[config.mk]
export PLATFORM = sky130hd
export DESIGN_NAME = dvp_tx
export DESIGN_NICKNAME = d
export VERILOG_FILES = /design/src/rtl/dvp_tx.sv
export SDC_FILE = /design/constraint.sdc
export NUM_CORES = 1
export LEC_CHECK = 0
export BUFFER_PORTS_ARGS = -buffer_cell sky130_fd_sc_hd__buf_4
export CAP_MARGIN = 15
export CORE_MARGIN = 2
export CORE_UTILIZATION = 50
export DETAILED_ROUTE_END_ITERATION = 7
export PLACE_DENSITY = 0.72
export SYNTH_ARGS = -nofsm -noshare
export SYNTH_HDL_FRONTEND = slang
export SYNTH_SLANG_ARGS = --single-unit
[constraint.sdc]
create_clock -name PCLK -period 6.1 [get_ports PCLK]
set_input_delay 1.83 -clock PCLK [delete_from_list [all_inputs] [get_ports PCLK]]
set_output_delay 1.83 -clock PCLK [all_outputs]
set_load 0.03 [all_outputs]
[src/rtl/dvp_tx.sv]
// dvp_tx: DVP camera-style transmitter.
// Serialises a 16-bit pixel stream into Vsync/Href/Data (8-bit), high byte
// first. Pixels are pulled from upstream with a Pix_Ready/Pix_Valid handshake
// that never stalls line timing; a missing pixel is sent as zero and flagged
// in the sticky Underrun output. Every output is a flop driven from the
// next-state decode, so the value on a pin describes the current DVP cycle.
module dvp_tx #(
  parameter int WIDTH    = 16,
  parameter int HIGHT    = 12,
  parameter int VS_WIDTH = 4,
  parameter int VS_BACK  = 10,
  parameter int H_BLANK  = 10
) (
  input  logic        PCLK,
  input  logic        Rst_n,
  input  logic        Tx_En,
  input  logic [15:0] Pix_Data,
  input  logic        Pix_Valid,
  output logic        Pix_Ready,
  output logic        Vsync,
  output logic        Href,
  output logic [7:0]  Data,
  output logic        Frame_Done,
  output logic        Underrun
);

  localparam int LINE_BYTES = 2 * WIDTH;

  // Phase counter spans the longest of the four timed phases.
  localparam int MAX_A   = (VS_WIDTH > VS_BACK) ? VS_WIDTH : VS_BACK;
  localparam int MAX_B   = (LINE_BYTES > H_BLANK) ? LINE_BYTES : H_BLANK;
  localparam int CNT_MAX = (MAX_A > MAX_B) ? MAX_A : MAX_B;
  localparam int CW      = (CNT_MAX > 1) ? $clog2(CNT_MAX) : 1;
  localparam int LW      = (HIGHT > 1) ? $clog2(HIGHT) : 1;

  localparam logic [CW-1:0] VS_LAST   = CW'(VS_WIDTH - 1);
  localparam logic [CW-1:0] VB_LAST   = CW'(VS_BACK - 1);
  localparam logic [CW-1:0] LINE_LAST = CW'(LINE_BYTES - 1);
  localparam logic [CW-1:0] HB_LAST   = CW'(H_BLANK - 1);
  localparam logic [LW-1:0] ROW_LAST  = LW'(HIGHT - 1);

  localparam logic [2:0] ST_IDLE   = 3'd0;
  localparam logic [2:0] ST_VSYNC  = 3'd1;
  localparam logic [2:0] ST_VBACK  = 3'd2;
  localparam logic [2:0] ST_LINE   = 3'd3;
  localparam logic [2:0] ST_HBLANK = 3'd4;

  logic [2:0]    state, state_nxt;
  logic [CW-1:0] cnt, cnt_nxt;
  logic [LW-1:0] row, row_nxt;
  logic          done_nxt;
  logic          ready_nxt;
  logic [7:0]    data_nxt;
  logic [15:0]   pix_in;
  logic [7:0]    lo_q;

  // Pixel taken on a Pix_Ready cycle; an absent pixel is replaced by zero.
  assign pix_in = Pix_Valid ? Pix_Data : '0;

  // Frame sequencing: phase counter and line counter advance per state.
  always_comb begin
    state_nxt = state;
    cnt_nxt   = cnt;
    row_nxt   = row;
    done_nxt  = 1'b0;
    case (state)
      ST_IDLE: begin
        if (Tx_En) begin
          state_nxt = ST_VSYNC;
          cnt_nxt   = '0;
        end
      end
      ST_VSYNC: begin
        if (cnt == VS_LAST) begin
          state_nxt = ST_VBACK;
          cnt_nxt   = '0;
        end else begin
          cnt_nxt = cnt + CW'(1);
        end
      end
      ST_VBACK: begin
        if (cnt == VB_LAST) begin
          state_nxt = ST_LINE;
          cnt_nxt   = '0;
          row_nxt   = '0;
        end else begin
          cnt_nxt = cnt + CW'(1);
        end
      end
      ST_LINE: begin
        if (cnt == LINE_LAST) begin
          state_nxt = ST_HBLANK;
          cnt_nxt   = '0;
        end else begin
          cnt_nxt = cnt + CW'(1);
        end
      end
      ST_HBLANK: begin
        if (cnt == HB_LAST) begin
          cnt_nxt = '0;
          if (row == ROW_LAST) begin
            state_nxt = ST_IDLE;
            done_nxt  = 1'b1;
          end else begin
            state_nxt = ST_LINE;
            row_nxt   = row + LW'(1);
          end
        end else begin
          cnt_nxt = cnt + CW'(1);
        end
      end
      default: begin
        state_nxt = ST_IDLE;
        cnt_nxt   = '0;
        row_nxt   = '0;
      end
    endcase
  end

  // Output decode for the upcoming cycle. Pix_Ready is raised on the cycle
  // that precedes a high byte, so the high byte comes straight from the
  // handshake input while the low byte comes from the held copy.
  always_comb begin
    ready_nxt = 1'b0;
    data_nxt  = 8'h00;
    case (state_nxt)
      ST_VBACK:  ready_nxt = (cnt_nxt == VB_LAST);
      ST_HBLANK: ready_nxt = (cnt_nxt == HB_LAST) && (row_nxt != ROW_LAST);
      ST_LINE: begin
        ready_nxt = cnt_nxt[0] && (cnt_nxt != LINE_LAST);
        data_nxt  = cnt_nxt[0] ? lo_q : pix_in[15:8];
      end
      default: ready_nxt = 1'b0;
    endcase
  end

  // State, counters and registered outputs.
  always_ff @(posedge PCLK or negedge Rst_n) begin
    if (!Rst_n) begin
      state      <= ST_IDLE;
      cnt        <= '0;
      row        <= '0;
      Vsync      <= 1'b0;
      Href       <= 1'b0;
      Data       <= 8'h00;
      Pix_Ready  <= 1'b0;
      Frame_Done <= 1'b0;
    end else begin
      state      <= state_nxt;
      cnt        <= cnt_nxt;
      row        <= row_nxt;
      Vsync      <= (state_nxt == ST_VSYNC);
      Href       <= (state_nxt == ST_LINE);
      Data       <= data_nxt;
      Pix_Ready  <= ready_nxt;
      Frame_Done <= done_nxt;
    end
  end

  // Low byte of the accepted pixel, held for the following low-byte cycle.
  always_ff @(posedge PCLK or negedge Rst_n) begin
    if (!Rst_n) begin
      lo_q <= '0;
    end else if (Pix_Ready) begin
      lo_q <= pix_in[7:0];
    end
  end

  // Sticky underrun: cleared when a new frame starts, set by any empty slot.
  always_ff @(posedge PCLK or negedge Rst_n) begin
    if (!Rst_n) begin
      Underrun <= 1'b0;
    end else if ((state == ST_IDLE) && Tx_En) begin
      Underrun <= 1'b0;
    end else if (Pix_Ready && !Pix_Valid) begin
      Underrun <= 1'b1;
    end
  end

endmodule

# Word level (Yosys, flattened, before mapping)
# Index checks and enable logic that the tools add are counted.
[classes] muxes=25 n_reduce_logical=9 eq_ne=15 n_addsub=2
[ops] cell="two-way mux 5 bit" count=4
[ops] cell="one-hot mux 5 bit (4 select lines)" count=1
[ops] cell="two-way mux 16 bit" count=1
[ops] cell="two-way mux 8 bit" count=2
[ops] cell="two-way mux 3 bit" count=5
[ops] cell="one-hot mux 3 bit (5 select lines)" count=1
[ops] cell="equality test 3 x 2 -> 1 bit (second input constant)" count=4
[ops] cell="two-way mux 4 bit" count=3
[ops] cell="one-hot mux 4 bit (3 select lines)" count=1
[ops] cell="equality test 5 x 4 -> 1 bit (second input constant)" count=2
[ops] cell="equality test 3 x 1 -> 1 bit (second input constant)" count=2
[ops] cell="equality test 3 bit (second input constant)" count=2
[ops] cell="adder 5 x 1 -> 5 bit (second input constant)" count=1
[ops] cell="equality test 5 x 2 -> 1 bit (second input constant)" count=1
[ops] cell="equality test 5 bit (second input constant)" count=1
[ops] cell="two-way mux 1 bit" count=5
[ops] cell="inequality test 5 bit (second input constant)" count=1
[ops] cell="adder 4 x 1 -> 4 bit (second input constant)" count=1
[ops] cell="equality test 4 bit (second input constant)" count=1
[ops] cell="logical AND 1 bit" count=4
[ops] cell="inequality test 4 bit (second input constant)" count=1
[ops] cell="zero test 3 bit" count=1
[ops] cell="one-hot mux 1 bit (3 select lines)" count=1
[ops] cell="OR reduction 3 bit" count=1
[ops] cell="4 further kinds" count=4
[totals] out_inout_bits=13 regBits=33

# Logic depth before layout (Yosys ltp)
# Gate-level depths: netlist (run 1).
[logic_depth] word_depth=7 ltp_mapped=10

# Worst setup path before layout (run 1)
# Ideal clock, no wire load.
[synth_timing] path_kind="in2reg" startpoint="input port Tx_En" endpoint="register Pix_Ready" stages=5 path_slack_ns=3.197 required_ns=6.013 setup_time_ns=0.087 t_arrival_ns=2.816 cell_sequence="or3_1 -> mux2_4 -> a211oi_2 -> o21ai_1 -> a211oi_2"
[synth_via] elab_chain_len=5 elab_cells_between_ends=12 classes_between="5 x eq/ne; 5 x mux; 2 x reduce/logical"
[synth_rtl] item="start: declaration" line_no="16" text="input logic Tx_En,"
[synth_rtl] item="two-way mux 5 bit" line_no="68" text="if (Tx_En) begin"
[synth_rtl] item="one-hot mux 5 bit (4 select lines)" line_no="66" text="case (state)"
[synth_rtl] item="inequality test 5 bit or equality test 5 x 4 -> 1 bit (tied branches)" line_no="130, 127, 128"
[synth_rtl] item="logical AND 1 bit, on equally long branches" line_no="130, 128"
[synth_rtl] item="one-hot mux 1 bit (3 select lines) *" line_no="126" text="case (state_nxt)"
[synth_rtl] item="via ready_nxt" line_no="52" text="logic ready_nxt;"
[synth_rtl] item="end signal: assignment" line_no="155" text="Pix_Ready <= ready_nxt;"
[synth_rtl] item="end: declaration" line_no="19" text="output logic Pix_Ready,"
# The timed path passes the listed nets; every way through them passes the cells marked *.
# A chain may end at the register's enable or synchronous reset.

# Worst setup path after layout (run 1)
[layout_timing] startpoint="register Pix_Ready" endpoint="output port Pix_Ready"
# No word-level cell between the ends.

==> results of run 1 <==
flip-flops by register name (all words and copies together), names as in the netlist:
name        cells
Frame_Done      1
row             4
lo_q            8
Pix_Ready       1
Vsync           1
cnt             5
Underrun        1
Href            1
state           3
Data            8
kinds of logic after synthesis:
logic type | count (synthesis)
fa+ha+maj | 4
buf+inv | 27
flops | 33
compound gates | 50
simple gates | 69
mux | 1
Yosys cell counts, types with 2 or more instances:
master,count
o211ai_1,2
nor2_1,5
ha_1,4
and3_1,3
nand3_1,18
buf_6,2
nor3_1,3
dfrtp_1,33
or2_2,2
a211oi_2,2
nand2b_1,4
clkbuf_1,6
a21oi_1,20
inv_1,17
nor4_1,3
nor2b_1,5
a31oi_1,2
nand2_1,16
o21ai_0,13
per-stage QoR:
step	cells	cell area, um2	hold WS [ps]
after floorplan	184	1720	487
final	261	2050	528
after global routing	261	2050	560
after CTS	261	2050	540
after detailed placement	253	1960	524
after global placement	253	1960	522
layout make-up:
| type | instances | area [um2] | share of cell area, % |
|---|---|---|---|
| sequential | 33 | 826 | 40.3 |
| multi-input combinational | 124 | 772 | 37.7 |
| timing repair buffer | 32 | 240 | 11.7 |
| inverter | 18 | 67.6 | 3.30 |
| tap | 46 | 57.6 | 2.81 |
| clock buffer | 7 | 55.1 | 2.69 |
| clock inverter | 1 | 30.0 | 1.47 |
final timing paths:
path / from / endpoint / slack (ps) / depth (start not counted)
worst max register to register: cnt[0]$_DFF_PN0_ / Pix_Ready$_DFF_PN0_ / 3580 / 10
min in group asynchronous: Rst_n / Frame_Done$_DFF_PN0_ / 1410 / 1
worst max-delay path: Pix_Ready$_DFF_PN0_ / Pix_Ready / 3020 / 1
worst min register to register: lo_q[3]$_DFFE_PN0P_ / Data[3]$_DFF_PN0_ / 530 / 2
worst min-delay path: lo_q[3]$_DFFE_PN0P_ / Data[3]$_DFF_PN0_ / 530 / 2
max in group asynchronous: Rst_n / cnt[4]$_DFF_PN0_ / 4390 / 1
layer usage:
layer / vias up / track usage, %
met4: 0 / 10.6
met5: - / 0
met1: 696 / 27.6
met3: 11 / 3.60
li1: 711 / -
met2: 53 / 33.1
power groups by stage:
stage                     clock network, mW  logic [mW]  registers, mW
after global placement                    0      0.0309          0.231
final                                 0.169      0.0311          0.226
after global routing                  0.183      0.0343          0.227
after floorplan                           0     0.00596          0.236
after detailed placement                  0      0.0315          0.231
after CTS                             0.175      0.0315          0.226
placed cells by master (no fill, tap or decap), types with 2 or more instances in the layout:
master / instances
o211ai_1: 2
nor2b_1: 5
clkbuf_4: 5
dfrtp_1: 33
o21ai_0: 13
nor4_1: 3
nand3_1: 18
a21oi_1: 20
nor2_1: 5
a211oi_2: 2
and3_1: 3
nand2b_1: 4
ha_1: 4
inv_1: 17
nand2_1: 16
buf_4: 32
a31oi_1: 2
nor3_1: 3
or2_2: 2
==> flow_metrics.py, run 1 <==
metrics = {
    "clock_tree": {
        "clk_latency_ps": 340,
        "cts-root-buf": "clkbuf_4",
        "cts_buffers": 5,
        "holdBufCountCts": 0,
        "clock_sinks": 33,
        "htreeDepth": 2,
        "cts_max_path_buffers": 2,
        "cts_tree": "done",
        "clk_pin_slew_ps": 110,
        "cts_resized": 0,
        "cts_setup_buffers": 0,
    },
    "drt": {
        "post_drt_wl_per_cell_um": 14.3,
        "dr_wl_met3_um": 164,
        "totalWireLength_um": 3720,
        "top_layer_used": "met4",
        "drc": 0,
        "vias_per_cell": 5.64,
        "dr.pass1.iters": 4,
        "met1_length_um": 1700,
        "detail-route-antenna-nets": 0,
        "via_count": 1471,
        "met2_length_um": 1760,
        "drt-initial-drc-count": 97,
    },
    "sta": {
        "tightest_slew_ps": 480,
        "skew_ps": 13.6,
        "rsz0062_at_grt": "no",
        "fmax_ghz": 0.325,
        "finalCritPeriodShare_pct": 50.4,
        "finalCriticalPeriod_ps": 3080,
        "slew-limit-headroom_pct": 68.0,
        "hold_viol": 0,
        "tns_ps": 0,
        "setup-violations-final": 0,
        "finalMaxSlewViolations": 0,
        "worst_slack_ps": 3020,
    },
    "worst_setup_path": {
        "cpLargestDelayFamily": "flip-flops",
        "path_max_fanout": 18,
        "crit_arrival_ps": 1250,
        "cp.required_ps": 4270,
        "startpoint_type": "register",
        "crit_slowest_cell": "dfrtp_1",
        "worstPathBufferInverterCount": 1,
        "cpPeakStageDelay_ps": 660,
        "path_cells": "buf_4",
        "path_class": "register to output pin",
        "end_kind": "output pin",
    },
    "synth": {
        "ys_seq_elements": 33,
        "synth_fa_ha_area_share_pct": 2.92,
        "synth_cells": 184,
        "synthMuxAreaShare_pct": 0.875,
        "ys_seq_area_share_pct": 48.1,
        "synth_top_family_by_area": "simple AND/OR/NAND/NOR gates",
        "synth-compound-area-share_pct": 19.0,
        "synthXorXnorAreaFrac_pct": 0,
        "ys_async_sr_fraction_pct": 100,
        "netlist.area_leader.share_pct": 48.1,
        "syn_avg_cell_area_um2": 9.32,
        "synth-simple-area-share_pct": 22.2,
        "synth_area_leader_cell": "dfrtp_1",
        "syn_area_um2": 1720,
        "synth.top_cells.by_area": "dfrtp_1 (48%), a21oi_1 (5.8%), nand3_1 (5.3%), o21ai_0 (3.8%), inv_1 (3.7%)",
        "synth.net_count": 208,
        "synth_edf_count": 0,
        "ys.flop_type": "dfrtp_1",
        "yosysWarningCount": 0,
        "synth_cell_types": 43,
    },
    "power": {
        "p_sw_share_pct": 21.4,
        "power_mw": 0.427,
        "p_switching_mw": 0.0911,
        "power.leakage_nw": 0.971,
        "combPwrFrac_pct": 7.3,
        "p_clk_share_pct": 39.6,
        "seqPwrFrac_pct": 53.1,
        "intPower_mw": 0.335,
        "cellPowerDensity_nw_per_um2": 208,
        "ir_drop_mv": 0.162,
    },
    "floorplan": {
        "die_h_um": 62.6,
        "fp.coreArea_um2": 3310,
        "initial_core_util_pct": 51.8,
        "die_w_um": 62.6,
        "num_rows": 21,
        "ioPinCount": 33,
        "dieArea_um2": 3920,
    },
    "placement": {
        "gp_congestion": 0.959,
        "dp_hpwl_um": 2690,
        "portBuffers": 32,
        "pre_cts_ws_ps": 2960,
    },
    "global_routing": {
        "first_global_vias": 1395,
        "grt_max_degree": 34,
        "antenna_found_initial": 0,
        "overflow": 0,
        "grt_usage_pct": 20.8,
        "grt_pass1_wl_um": 6420,
    },
    "layout": {
        "num-fill-cells": 304,
        "fin_nets": 238,
        "fin_util_pct": 61.9,
        "synthToLayoutAreaGrowth_pct": 19.4,
        "n_antenna_cell": 0,
        "drive_gt1_share_pct": 23.3,
    },
    "flow_run": {
        "cap_violations": 0,
    },
    "status": {
        "status": "finished, final reports clean",
    },
    "hold_path": {
        "hold_path.class": "register to register",
    },
}
Power figures use the tool's default switching activity.
==> run 2, diff against run 1 <==
--- a/config.mk
+++ b/config.mk
@@ -8,9 +8,9 @@
 export BUFFER_PORTS_ARGS = -buffer_cell sky130_fd_sc_hd__buf_4
 export CAP_MARGIN = 15
 export CORE_MARGIN = 2
-export CORE_UTILIZATION = 50
+export CORE_UTILIZATION = 49
 export DETAILED_ROUTE_END_ITERATION = 7
-export PLACE_DENSITY = 0.72
+export PLACE_DENSITY = 0.74
 export SYNTH_ARGS = -nofsm -noshare
 export SYNTH_HDL_FRONTEND = slang
 export SYNTH_SLANG_ARGS = --single-unit
==> constraint.sdc (replaced) <==
create_clock -name PCLK -period 2.5 [get_ports PCLK]
set_input_delay 0.75 -clock PCLK [delete_from_list [all_inputs] [get_ports PCLK]]
set_output_delay 0.75 -clock PCLK [all_outputs]
set_load 0.03 [all_outputs]
==> run 2 against run 1 <==
Compared with the run above:
- wire length rose by 0.38%
- critical path type is now register to register
- utilization is 0.41 points higher
- highest routed layer unchanged
- final area increased by 1.5%
- first-iteration DRC count decreased by 55%
- non-clock buffer count is 2 higher
- largest power group unchanged
==> flow_metrics.py, run 2 (same netlist as run 1, synthesis figures left out) <==
metrics = {
    "sta": {
        "worst_slack_ps": 173,
        "setup-violations-final": 0,
        "tightest_slew_ps": 499,
        "rsz0062_at_grt": "no",
        "whs_ps": 341,
        "tns_ps": 0,
        "finalMaxSlewViolations": 0,
        "slew-limit-headroom_pct": 66.7,
        "hold_viol": 0,
        "skew_ps": 11.6,
        "finalCritPeriodShare_pct": 93.1,
        "finalCriticalPeriod_ps": 2330,
        "fmax_ghz": 0.430,
    },
    "layout": {
        "layoutNonFillerInstCount": 263,
        "synthToLayoutAreaGrowth_pct": 21.2,
        "layout_commonest_cell": "buf_4",
        "n_antenna_cell": 0,
        "fin_util_pct": 62.3,
        "design_area_um2": 2080,
        "fin_nets": 240,
        "num-fill-cells": 276,
        "top_regs": "Data (8), lo_q (8), cnt (5)",
        "drive_gt1_share_pct": 24.9,
        "final_cell_mix": "buf_4 (34), dfrtp_1 (33), a21oi_1 (20), nand3_1 (18), inv_1 (17)",
    },
    "power": {
        "p_clk_share_pct": 39.4,
        "seqPwrFrac_pct": 53.3,
        "p_sw_share_pct": 21.1,
        "power.leakage_nw": 0.980,
        "intPower_mw": 0.819,
        "cellPowerDensity_nw_per_um2": 499,
        "combPwrFrac_pct": 7.3,
        "power_mw": 1.04,
        "ir_drop_mv": 0.336,
        "p_switching_mw": 0.219,
    },
    "drt": {
        "dr.pass1.iters": 4,
        "totalWireLength_um": 3740,
        "drt-initial-drc-count": 44,
        "detail-route-antenna-nets": 0,
        "post_drt_wl_per_cell_um": 14.2,
        "via_count": 1472,
        "drc": 0,
        "vias_per_cell": 5.60,
    },
    "global_routing": {
        "antenna_found_initial": 0,
        "grt_usage_pct": 20.7,
        "grt_pass1_wl_um": 6440,
        "overflow": 0,
        "first_global_vias": 1401,
        "grt_max_degree": 34,
    },
    "clock_tree": {
        "cts-root-buf": "clkbuf_4",
        "clk_latency_ps": 330,
        "htreeDepth": 2,
        "cts_tree": "done",
        "cts_setup_buffers": 0,
        "clock_sinks": 33,
        "cts_max_path_buffers": 2,
        "cts_buffers": 5,
        "clk_pin_slew_ps": 100,
    },
    "floorplan": {
        "initial_core_util_pct": 51.4,
        "die_h_um": 63.2,
        "die_w_um": 63.2,
        "fp.coreArea_um2": 3340,
        "num_rows": 21,
        "dieArea_um2": 3990,
        "ioPinCount": 33,
    },
    "placement": {
        "gp_congestion": 0.868,
        "placed_area_um2": 1980,
        "portBuffers": 32,
        "dp.cells": 255,
        "pre_cts_ws_ps": 184,
        "dp_hpwl_um": 2880,
    },
    "worst_setup_path": {
        "cp.required_ps": 2740,
        "startpoint": "cnt[0]$_DFF_PN0_",
        "path_max_fanout": 10,
        "startpoint_type": "register",
        "rrSetupSlack_ps": 170,
        "crit_arrival_ps": 2570,
        "rr_worst_depth": 10,
        "r2r-start": "cnt[0]$_DFF_PN0_",
        "path_class": "register to register",
        "end_kind": "register",
    },
    "status": {
        "status": "finished, final reports clean",
    },
    "hold_path": {
        "hold_path.class": "input pin to async pin",
    },
    "flow_run": {
        "cap_violations": 0,
    },
}
==> run 2: power by group through the flow <==
stage | clock network (mW) | registers, mW | logic, mW
5_1_grt | 0.449 | 0.554 | 0.0831
6_report | 0.410 | 0.553 | 0.0757
2_1_floorplan | 0 | 0.575 | 0.0145
3_3_place_gp | 0 | 0.563 | 0.0748
4_1_cts | 0.415 | 0.553 | 0.0770
3_5_place_dp | 0 | 0.563 | 0.0767
==> run 2: worst max-delay path, cell delays in order, from the launching register on <==
cell	delay, ps
dfrtp_1	430
ha_1	250
and3_1	200
ha_1	180
nand2b_1	190
o22ai_4	160
nor3_2	70
mux2_4	350
a211oi_2	160
o21ai_1	100
a211oi_2	150
==> run 2: final timing paths <==
kind,to
max in group asynchronous,Pix_Ready$_DFF_PN0_
hold / removal,row[0]$_DFF_PN0_
hold reg to reg,Data[5]$_DFF_PN0_
setup / recovery,Pix_Ready$_DFF_PN0_
setup reg to reg,Pix_Ready$_DFF_PN0_
min in group PCLK,Data[5]$_DFF_PN0_
==> run 2: area by class of cell <==
class	count	area [um2]	share of cell area, %
Clock buffer	7	55.1	2.65
Clock inverter	1	30.0	1.44
Inverter	18	67.6	3.25
Multi-Input combinational cell	124	787	37.9
Sequential cell	33	826	39.7
Tap cell	46	57.6	2.77
Timing Repair Buffer	34	255	12.3
==> run 2: per-layer routing <==
layer / up-vias / track usage, % / wire length [um]
met5: - / 0 / 0
met4: 0 / 9.17 / 74
met3: 10 / 4.46 / 218
met2: 50 / 31.8 / 1750
met1: 705 / 28.2 / 1700
li1: 707 / - / -
==> run 2: repair_timing <==
action,in CTS,in global routing
gates resized for setup,0,3
endpoints found under the setup margin,0,7
hold buffers,0,0
==> run 3, diff against run 2 <==
--- a/config.mk
+++ b/config.mk
@@ -8,9 +8,10 @@
 export BUFFER_PORTS_ARGS = -buffer_cell sky130_fd_sc_hd__buf_4
 export CAP_MARGIN = 15
 export CORE_MARGIN = 2
-export CORE_UTILIZATION = 49
+export CORE_UTILIZATION = 50
+export CTS_BUF_LIST = sky130_fd_sc_hd__clkbuf_2
 export DETAILED_ROUTE_END_ITERATION = 7
-export PLACE_DENSITY = 0.74
+export PLACE_DENSITY = 0.75
 export SYNTH_ARGS = -nofsm -noshare
 export SYNTH_HDL_FRONTEND = slang
 export SYNTH_SLANG_ARGS = --single-unit
==> run 3 against run 2 <==
Compared with the run above:
- global-route usage up 0.93 points
- wire length rose by 4.6%
- clock skew about the same
- hold slack lost 46 ps
- final area shrank 1.0%
- critical endpoint is now Data[6]$_DFF_PN0_
- setup slack improved by 10 ps
- register-to-register slack about the same
- clock power is 41% lower
- fmax rose by 0.45%
- power decreased by 16%
- cell count up 1.1%
- count of clock-buffer cells in the layout shrank 1
==> flow_metrics.py, run 3 (same netlist as run 1, synthesis figures left out) <==
metrics = {
    "placement": {
        "gp_congestion": 0.874,
        "placed_area_um2": 1980,
        "dp_hpwl_um": 2880,
        "portBuffers": 32,
        "dp.cells": 255,
    },
    "layout": {
        "layoutNonFillerInstCount": 266,
        "synthToLayoutAreaGrowth_pct": 19.9,
        "layout_commonest_cell": "buf_4",
        "top_regs": "Data (8), lo_q (8), cnt (5)",
        "design_area_um2": 2060,
        "num-fill-cells": 299,
        "fin_util_pct": 62.1,
        "drive_gt1_share_pct": 26.8,
        "fin_nets": 243,
        "n_antenna_cell": 0,
        "final_cell_mix": "buf_4 (37), dfrtp_1 (33), a21oi_1 (18), nand3_1 (18), inv_1 (17)",
    },
    "worst_setup_path": {
        "path_max_fanout": 9,
        "end_kind": "register",
        "crit_arrival_ps": 2600,
        "startpoint_type": "register",
        "path_class": "register to register",
        "cp.required_ps": 2790,
    },
    "sta": {
        "hold_viol": 0,
        "fmax_ghz": 0.432,
        "setup-violations-final": 0,
        "tightest_slew_ps": 512,
        "tns_ps": 0,
        "finalCriticalPeriod_ps": 2320,
        "skew_ps": 11.7,
        "finalMaxSlewViolations": 0,
        "finalCritPeriodShare_pct": 92.6,
        "rsz0062_at_grt": "no",
        "slew-limit-headroom_pct": 65.5,
    },
    "global_routing": {
        "antenna_found_initial": 0,
        "grt_usage_pct": 21.7,
        "grt_max_degree": 34,
        "first_global_vias": 1422,
        "grt_pass1_wl_um": 6640,
        "overflow": 0,
    },
    "drt": {
        "met1_length_um": 1770,
        "post_drt_wl_per_cell_um": 14.7,
        "drt-initial-drc-count": 86,
        "totalWireLength_um": 3910,
        "met2_length_um": 1870,
        "detail-route-antenna-nets": 0,
        "dr_wl_met3_um": 171,
        "dr.pass1.iters": 4,
        "vias_per_cell": 5.51,
        "drc": 0,
        "top_layer_used": "met4",
        "via_count": 1466,
    },
    "floorplan": {
        "die_w_um": 62.6,
        "fp.coreArea_um2": 3310,
        "dieArea_um2": 3920,
        "initial_core_util_pct": 51.8,
        "ioPinCount": 33,
        "die_h_um": 62.6,
        "num_rows": 21,
    },
    "status": {
        "status": "finished, final reports clean",
    },
    "clock_tree": {
        "clk_latency_ps": 360,
        "cts_max_path_buffers": 2,
        "cts_buffers": 5,
        "cts_tree": "done",
        "clk_pin_slew_ps": 170,
        "cts-root-buf": "clkbuf_2",
        "htreeDepth": 2,
        "clock_sinks": 33,
    },
    "power": {
        "cellPowerDensity_nw_per_um2": 423,
        "ir_drop_mv": 0.322,
        "power_mw": 0.871,
        "power.leakage_nw": 0.983,
    },
    "flow_run": {
        "cap_violations": 0,
    },
    "hold_path": {
        "hold_path.class": "input pin to async pin",
    },
}
## run 3: cell types whose count changed in the layout (fill, tap and decap cells not counted)
| cell | delta |
|---|---|
| clkbuf_1 | -1 |
| a21oi_2 | +2 |
| clkbuf_8 | -1 |
| clkbuf_2 | +6 |
| buf_4 | +3 |
| nor4_1 | +1 |
| clkbuf_4 | -5 |
| bufinv_16 | -1 |
| clkinv_2 | +2 |
| nor4_2 | -1 |
| a21oi_1 | -2 |
## run 3: timing repair
action                                  CTS  global route
endpoints found under the setup margin    0             4
buffers inserted                          0             3
resized for setup                         0             4
hold buffers                              0             0
## run 3: path summary, 6_finish.rpt
check                                    start                  end  slack, ps  cells after the start
max in group asynchronous                Rst_n    Data[7]$_DFF_PN0_       1910                      1
max reg2reg                   cnt[1]$_DFF_PN0_    Data[6]$_DFF_PN0_        180                     10
min                                      Rst_n  lo_q[3]$_DFFE_PN0P_        300                      1
min reg2reg                lo_q[1]$_DFFE_PN0P_    Data[1]$_DFF_PN0_        550                      2
min in group PCLK          lo_q[1]$_DFFE_PN0P_    Data[1]$_DFF_PN0_        550                      2
max                           cnt[1]$_DFF_PN0_    Data[6]$_DFF_PN0_        180                     10
## run 3: metrics by stage
stage / worst slack [ps] / hold WS [ps]
after floorplan: 284 / 454
after global placement: 285 / 519
after detailed placement: 148 / 520
final: 184 / 295
after global routing: 8.55 / 292
after CTS: 107 / 302
## run 3: power by group
group	internal [mW]	switching [mW]	total, mW
Sequential	0.547	0.00647	0.553
Combinational	0.0335	0.0430	0.0765
Clock	0.0703	0.170	0.241
## run 3: cell type report
| cell class | count | area (um2) | share of cell area [%] |
|---|---|---|---|
| multi-input cells | 124 | 788 | 38.3 |
| repair buffers | 37 | 278 | 13.5 |
| flip-flops and latches | 33 | 826 | 40.1 |
| clock buffers | 6 | 30.0 | 1.46 |
| clock inverters | 2 | 10.0 | 0.487 |
| inverters | 18 | 67.6 | 3.28 |
| well taps | 46 | 57.6 | 2.80 |
## run 3: critical path, cell delays in order, from the launching register on
cell      delay [ps]
dfrtp_1          450
ha_1             230
and3_1           210
ha_1             200
nand2b_1         200
o22ai_4          160
nor3_2            80
mux2_4           340
inv_2            130
nand2_1          110
a21oi_2          150
## run 3: metal layers
layer	GRT usage [%]	vias to the layer above
met5	0	-
met4	9.44	0
met3	4.32	14
met2	33.5	48
met1	29.7	687
li1	-	717
